===== src/rtl/l1i_miss_handler.sv =====
// l1i_miss_handler: merges per-thread L1I misses, issues one L2 read per line, fills the L1I and wakes waiters.
// Optional perf outputs (merge pulse, fill counter) are built only when L1I_MISS_PERF_EN is defined.
module l1i_miss_handler #(
  parameter int THREADS = 4,
  parameter int WAYS = 4,
  parameter int SET_BITS = 6,
  parameter int LINE_BITS = 512,
  localparam int TID_BITS = $clog2(THREADS),
  localparam int WAY_BITS = $clog2(WAYS),
  localparam int TAG_BITS = 32 - 6 - SET_BITS
) (
  input  logic                 clk,
  input  logic                 reset,
  input  logic                 ifd_cache_miss,
  input  logic [31:0]          ifd_cache_miss_addr,
  input  logic [TID_BITS-1:0]  ifd_cache_miss_thread_idx,
  output logic                 l2i_request_valid,
  output logic [31:0]          l2i_request_addr,
  input  logic                 l2i_request_ready,
  input  logic                 l2_response_valid,
  input  logic [31:0]          l2_response_addr,
  input  logic [LINE_BITS-1:0] l2_response_data,
  output logic                 l2i_idata_update_en,
  output logic [WAY_BITS-1:0]  l2i_idata_update_way,
  output logic [SET_BITS-1:0]  l2i_idata_update_set,
  output logic [LINE_BITS-1:0] l2i_idata_update_data,
  output logic [WAYS-1:0]      l2i_itag_update_en_oh,
  output logic [SET_BITS-1:0]  l2i_itag_update_set,
  output logic [TAG_BITS-1:0]  l2i_itag_update_tag,
  output logic [THREADS-1:0]   l2i_wake_bitmap,
  output logic                 perf_miss_merged,
  output logic [31:0]          perf_fill_count
);
  typedef enum logic [1:0] {EMPTY, WAIT_ISSUE, WAIT_RESPONSE} entry_state_t;
  entry_state_t       state_q [THREADS];
  entry_state_t       state_d [THREADS];
  logic [31:0]        addr_q [THREADS];
  logic [31:0]        addr_d [THREADS];
  logic [THREADS-1:0] waiters_q [THREADS];
  logic [THREADS-1:0] waiters_d [THREADS];
  logic [THREADS-1:0] empty_vec, issue_vec, merge_vec, resp_vec, thread_bit;
  logic [TID_BITS-1:0] alloc_idx, issue_idx, resp_idx;
  logic merge_hit, alloc, handshake, resp_hit, stale;
  logic [WAY_BITS-1:0] rr;

  function automatic logic [TID_BITS-1:0] lowest(input logic [THREADS-1:0] v);
    lowest = '0;
    for (int i = THREADS - 1; i >= 0; i--) if (v[i]) lowest = TID_BITS'(i);
  endfunction

  always_comb begin
    empty_vec = '0;
    issue_vec = '0;
    merge_vec = '0;
    resp_vec = '0;
    for (int i = 0; i < THREADS; i++) begin
      empty_vec[i] = state_q[i] == EMPTY;
      issue_vec[i] = state_q[i] == WAIT_ISSUE;
      merge_vec[i] = ifd_cache_miss && state_q[i] != EMPTY && addr_q[i] == ifd_cache_miss_addr;
      resp_vec[i] = l2_response_valid && state_q[i] == WAIT_RESPONSE && addr_q[i] == l2_response_addr;
    end
  end

  assign thread_bit = THREADS'(1) << ifd_cache_miss_thread_idx;
  assign merge_hit = |merge_vec;
  assign alloc = ifd_cache_miss && !merge_hit && |empty_vec;
  assign handshake = l2i_request_valid && l2i_request_ready;
  assign resp_hit = |resp_vec;
  assign alloc_idx = lowest(empty_vec);
  assign issue_idx = lowest(issue_vec);
  assign resp_idx = lowest(resp_vec);

  always_ff @(posedge clk or posedge reset) begin
    if (reset) begin
      for (int i = 0; i < THREADS; i++) begin
        state_q[i] <= EMPTY;
        addr_q[i] <= '0;
        waiters_q[i] <= '0;
      end
    end else begin
      state_q <= state_d;
      addr_q <= addr_d;
      waiters_q <= waiters_d;
    end
  end

  // An entry freed by a response this cycle still reads EMPTY-false here, so it is not reallocated until next cycle.
  always_comb begin
    state_d = state_q;
    addr_d = addr_q;
    waiters_d = waiters_q;
    for (int i = 0; i < THREADS; i++) begin
      if (merge_vec[i]) waiters_d[i] = waiters_q[i] | thread_bit;
      if (alloc && alloc_idx == TID_BITS'(i)) begin
        state_d[i] = WAIT_ISSUE;
        addr_d[i] = ifd_cache_miss_addr;
        waiters_d[i] = thread_bit;
      end
      if (handshake && issue_idx == TID_BITS'(i)) state_d[i] = WAIT_RESPONSE;
      if (resp_hit && resp_idx == TID_BITS'(i)) state_d[i] = EMPTY;
    end
  end

  always_comb begin
    l2i_request_valid = |issue_vec;
    l2i_request_addr = l2i_request_valid ? addr_q[issue_idx] : '0;
    l2i_itag_update_en_oh = WAYS'(l2i_idata_update_en) << l2i_idata_update_way;
    l2i_itag_update_set = l2i_idata_update_set;
  end

  // Waiters come from the next-state view so a same-cycle merge into the filling line is woken too.
  always_ff @(posedge clk or posedge reset) begin
    if (reset) begin
      l2i_idata_update_en <= 1'b0;
      l2i_idata_update_way <= '0;
      l2i_idata_update_set <= '0;
      l2i_idata_update_data <= '0;
      l2i_itag_update_tag <= '0;
      l2i_wake_bitmap <= '0;
      rr <= '0;
    end else begin
      l2i_idata_update_en <= resp_hit;
      l2i_idata_update_way <= resp_hit ? rr : '0;
      l2i_idata_update_set <= resp_hit ? l2_response_addr[6 +: SET_BITS] : '0;
      l2i_idata_update_data <= resp_hit ? l2_response_data : '0;
      l2i_itag_update_tag <= resp_hit ? l2_response_addr[31 -: TAG_BITS] : '0;
      l2i_wake_bitmap <= resp_hit ? waiters_d[resp_idx] : '0;
      if (resp_hit) rr <= (rr == WAY_BITS'(WAYS - 1)) ? '0 : rr + WAY_BITS'(1);
    end
  end

  // Responses to lines dropped by a reset may still arrive; excuse unmatched ones until a response matches again.
  always_ff @(posedge clk or posedge reset) begin
    if (reset) stale <= 1'b1;
    else if (resp_hit) stale <= 1'b0;
  end

  assert property (@(posedge clk) disable iff (reset) ifd_cache_miss && !merge_hit |-> |empty_vec);
  assert property (@(posedge clk) disable iff (reset) l2_response_valid && !stale |-> resp_hit);

`ifdef L1I_MISS_PERF_EN
  always_ff @(posedge clk or posedge reset) begin
    if (reset) begin
      perf_miss_merged <= 1'b0;
      perf_fill_count <= '0;
    end else begin
      perf_miss_merged <= merge_hit;
      perf_fill_count <= perf_fill_count + 32'(l2i_idata_update_en);
    end
  end
`else
  assign perf_miss_merged = 1'b0;
  assign perf_fill_count = '0;
`endif
endmodule


===== config.mk =====
export PLATFORM = sky130hd
export DESIGN_NAME = l1i_miss_handler
export DESIGN_NICKNAME = d
export VERILOG_FILES = /design/src/rtl/l1i_miss_handler.sv
export SDC_FILE = /design/constraint.sdc
export NUM_CORES = 2
export LEC_CHECK = 0
export BUFFER_PORTS_ARGS = -buffer_cell sky130_fd_sc_hd__buf_2
export CORE_AREA = 2 2 476 478
export DETAILED_ROUTE_END_ITERATION = 8
export DIE_AREA = 0 0 478 480
export GPL_ROUTABILITY_DRIVEN = 1
export SYNTH_ARGS = -nofsm -noshare
export SYNTH_HDL_FRONTEND = slang
export SYNTH_SLANG_ARGS = --single-unit

===== constraint.sdc =====
create_clock -name clk -period 23.7 [get_ports clk]
set_input_delay 5.925 -clock clk [delete_from_list [all_inputs] [get_ports clk]]
set_output_delay 5.925 -clock clk [all_outputs]
set_load 0.005 [all_outputs]

==> metrics.md <==
| Metric | Value |
|---|---|
| Status | complete, no violations |
| Die Area | 229000 sq um |
| Slew margin rel. | 0.203 |
| Hold depth | 1 |
| GPL Wtd Cong | 1.02 |
| Layout net count | 3963 |
| Antenna viol nets, final | 0 |
| Buffer depth of the longest clock path | 3 |
| Pwr Total | 3880 uW |
| Final min period | 9.78 ns |
| Site row count | 174 |
| Max cap viols | 0 |
| Final Skew | 0.0602 ns |
| Proportion of layout cells with a drive suffix above 1 | 0.428 |
| Worst hold slack | 0.485 ns |
| Inserted Clock Buffers | 88 |
| Initial antenna violation count | 140 |
| Top-level I/O count | 1204 |
| CP max-delay cell | a222oi_1 |
| Htree depth | 3 |
| Most numerous cell in the Yosys netlist | dfrtp_1 |
| Initial Utilization | 0.127 |
| Area growth syn-to-layout | 41.4% |
| Post-synth top area share | 0.614 |
| WL/cell | 31.1 microns |
| CTS sink cnt | 699 |
| Pwr dens | 96.3 nW/um^2 |
| Post-CTS setup buffer count | 0 |
| Distinct cells, synth | 55 |
| P_leak | 0.0202 uW |
| Chip Width | 478 microns |
| Crit end category | primary output |
| Max incr delay on CP | 0.89 ns |
| Post-synth EDFFs | 0 |
| Finished Layout Cells | 6465 |
| CP Class | register to primary output |
| Final hold viol count | 0 |
| CTS tree | done |
| Sequential area share after synthesis | 0.614 |
| Final Max Slew Viols | 0 |
| Hold buffer count at CTS | 0 |
| Yosys synthesis warning count | 0 |
| Clock root buffer | clkbuf_16 |
| Cell taking the most area after synthesis | dfrtp_1 |
| DRC Markers | 0 |
| Hold WC Path Type | register to register |
| Vias | 22899 |
| Seq cells post-synth | 699 |
| Req. time, crit path | 17.78 ns |
| Fin area | 40300 sq um |
| Largest net degree at the start of global routing | 182 |
| CP startpoint kind | register |
| Average size of a mapped cell | 12.6 sq um |
| Avg Vias per Cell | 3.54 |
| DP HPWL | 168 mm |
| Synth top area cells | dfrtp_1 61%, nor2b_1 12%, xor2_1 6.0% |
| Cts repair resizes | 0 |
| Post-synth top cells | 699 x dfrtp_1, 541 x nor2b_1, 196 x xor2_1 |
| Total negative slack | 0 ns |
| Total track usage | 0.169 |
| Iter 0 DRT Violations | 1910 |
| Dpl cells | 6281 |
| Placed inst area | 37100 sq um |
| Synthesized area | 28500 sq um |
| Final Setup Violations | 0 |
| Fill cell count | 24763 |
| Fin crit share | 0.413 |
| Vias in the first global route | 23311 |
| Cells after synthesis | 2254 |
| Async S/R FF share, synth | 1.00 |
| Clock Latency Late Sink | 0.75 ns |
| First-pass GRT wire length | 253 mm |
| Unrepaired setup endpoints after global routing | false |
| Fmax | 102 MHz |
| Reg2Reg Setup Slack | 19.38 ns |
| Port bufs | 1170 |
| Crit path max fanout | 17 |
| Total gr overflow | 0 |
| DR pass1 iterations | 6 |
| Arrival time at the worst endpoint | 3.85 ns |
| Worst-margin pin slew | 1.20 ns |
| Die Y | 480 microns |
| Core footprint | 224000 sq um |
| Clock transition at the registers of the reported paths | 0.06 ns |
| R2R depth | 9 |
| Peak supply drop | 0.0863 mV |
| Commonest register cell after synthesis | dfrtp_1 |
| Post-Route WL | 201 mm |
| Worst path cell trace | inv_1 > o21ai_0 > nand3_2 > buf_4 > a222oi_1 > nor2_1 > buf_2 |
## sequential cells by signal (all words and copies together) (netlist names)
| register | flops |
|---|---|
| addr_q | 128 |
| l2i_idata_update_data | 512 |
| l2i_idata_update_en | 1 |
| l2i_idata_update_set | 6 |
| l2i_idata_update_way | 2 |
| l2i_itag_update_tag | 20 |
| l2i_wake_bitmap | 4 |
| rr | 2 |
| state_q | 8 |
| waiters_q | 16 |
## metal layers
metal	wire length (microns)	GRT usage	vias up
li1	-	-	9489
met1	85300	0.219	11774
met2	96300	0.284	1308
met3	13400	0.0351	308
met4	5730	0.0454	20
met5	123	0	-
## cell usage in the layout (no fill, tap or decap), types with 6 or more instances in the layout
| cell type | count |
|---|---|
| buf_2 | 1170 |
| dfrtp_1 | 699 |
| nor2b_1 | 541 |
| xor2_1 | 196 |
| nand2_1 | 131 |
| clkbuf_16 | 88 |
| mux2_2 | 83 |
| nor4_1 | 63 |
| xnor2_1 | 60 |
| nor2_1 | 58 |
| conb_1 | 33 |
| a222oi_1 | 32 |
| diode_2 | 26 |
| mux2_4 | 26 |
| buf_4 | 22 |
| nand4_1 | 21 |
| mux2_1 | 20 |
| nor3_1 | 15 |
| o21ai_0 | 14 |
| clkinv_2 | 13 |
| bufinv_16 | 13 |
| inv_1 | 10 |
| clkbuf_8 | 10 |
| nand3_1 | 9 |
| nand2b_1 | 8 |
| a21oi_1 | 8 |
| clkbuf_1 | 8 |
| inv_6 | 8 |
| clkinv_4 | 7 |
| o22ai_1 | 6 |
| clkinvlp_4 | 6 |
## cell families (layout without fill, tap and decap cells)
group,after synthesis,after routing,synth area share
and+or+nand+nor,879,879,0.177
DFF,699,699,0.614
AOI/OAI and AO/OA,85,85,0.0239
buffers and inverters,204,1365,0.0515
xor gates and xnor gates,256,256,0.0786
adders and majority gates,1,1,0.000439
other,1,59,0.000132
muxes,129,129,0.0544
## stage by stage
step,utilization,setup slack [ns]
3_5_place_dp,0.165,13.89
4_1_cts,0.180,14.03
2_1_floorplan,-,8.21
3_3_place_gp,0.165,13.95
6_report,0.180,13.92
5_1_grt,0.180,13.85
## critical path: cells and delay by family (launching register included)
family	cells	cell delay, ns
simple gates	2	0.64
buf+inv	3	0.68
flops	1	0.54
compound gates	2	1.23
## final cells by class
cell class	count	area, sq um	share of cell area
diodes	26	65.1	0.00161
clock inverters	52	791	0.0196
multi-input cells	1383	9710	0.241
inverters	12	50.0	0.00124
repair buffers	1195	6080	0.151
well taps	2992	3740	0.0929
flip-flops and latches	699	17500	0.434
clock buffers	106	2370	0.0588
## where the power goes
group	switching, uW	leakage, uW	internal [uW]	total [uW]
clock network	625	0.00153	869	1490
registers	229	0.00950	1320	1550
logic	489	0.00920	353	841
total	1340	0.0202	2540	3880
## final timing paths
kind	start	end
max	state_q[0]	l2i_request_addr[20]
min	waiters_q[3]	waiters_q[3]
max reg2reg	addr_q[122]	l2i_idata_update_data[293]
min reg2reg	waiters_q[3]	waiters_q[3]
max in group asynchronous	reset	l2i_idata_update_data[365]
min in group asynchronous	reset	l2i_idata_update_data[89]
(Power assumes the default switching activity.)
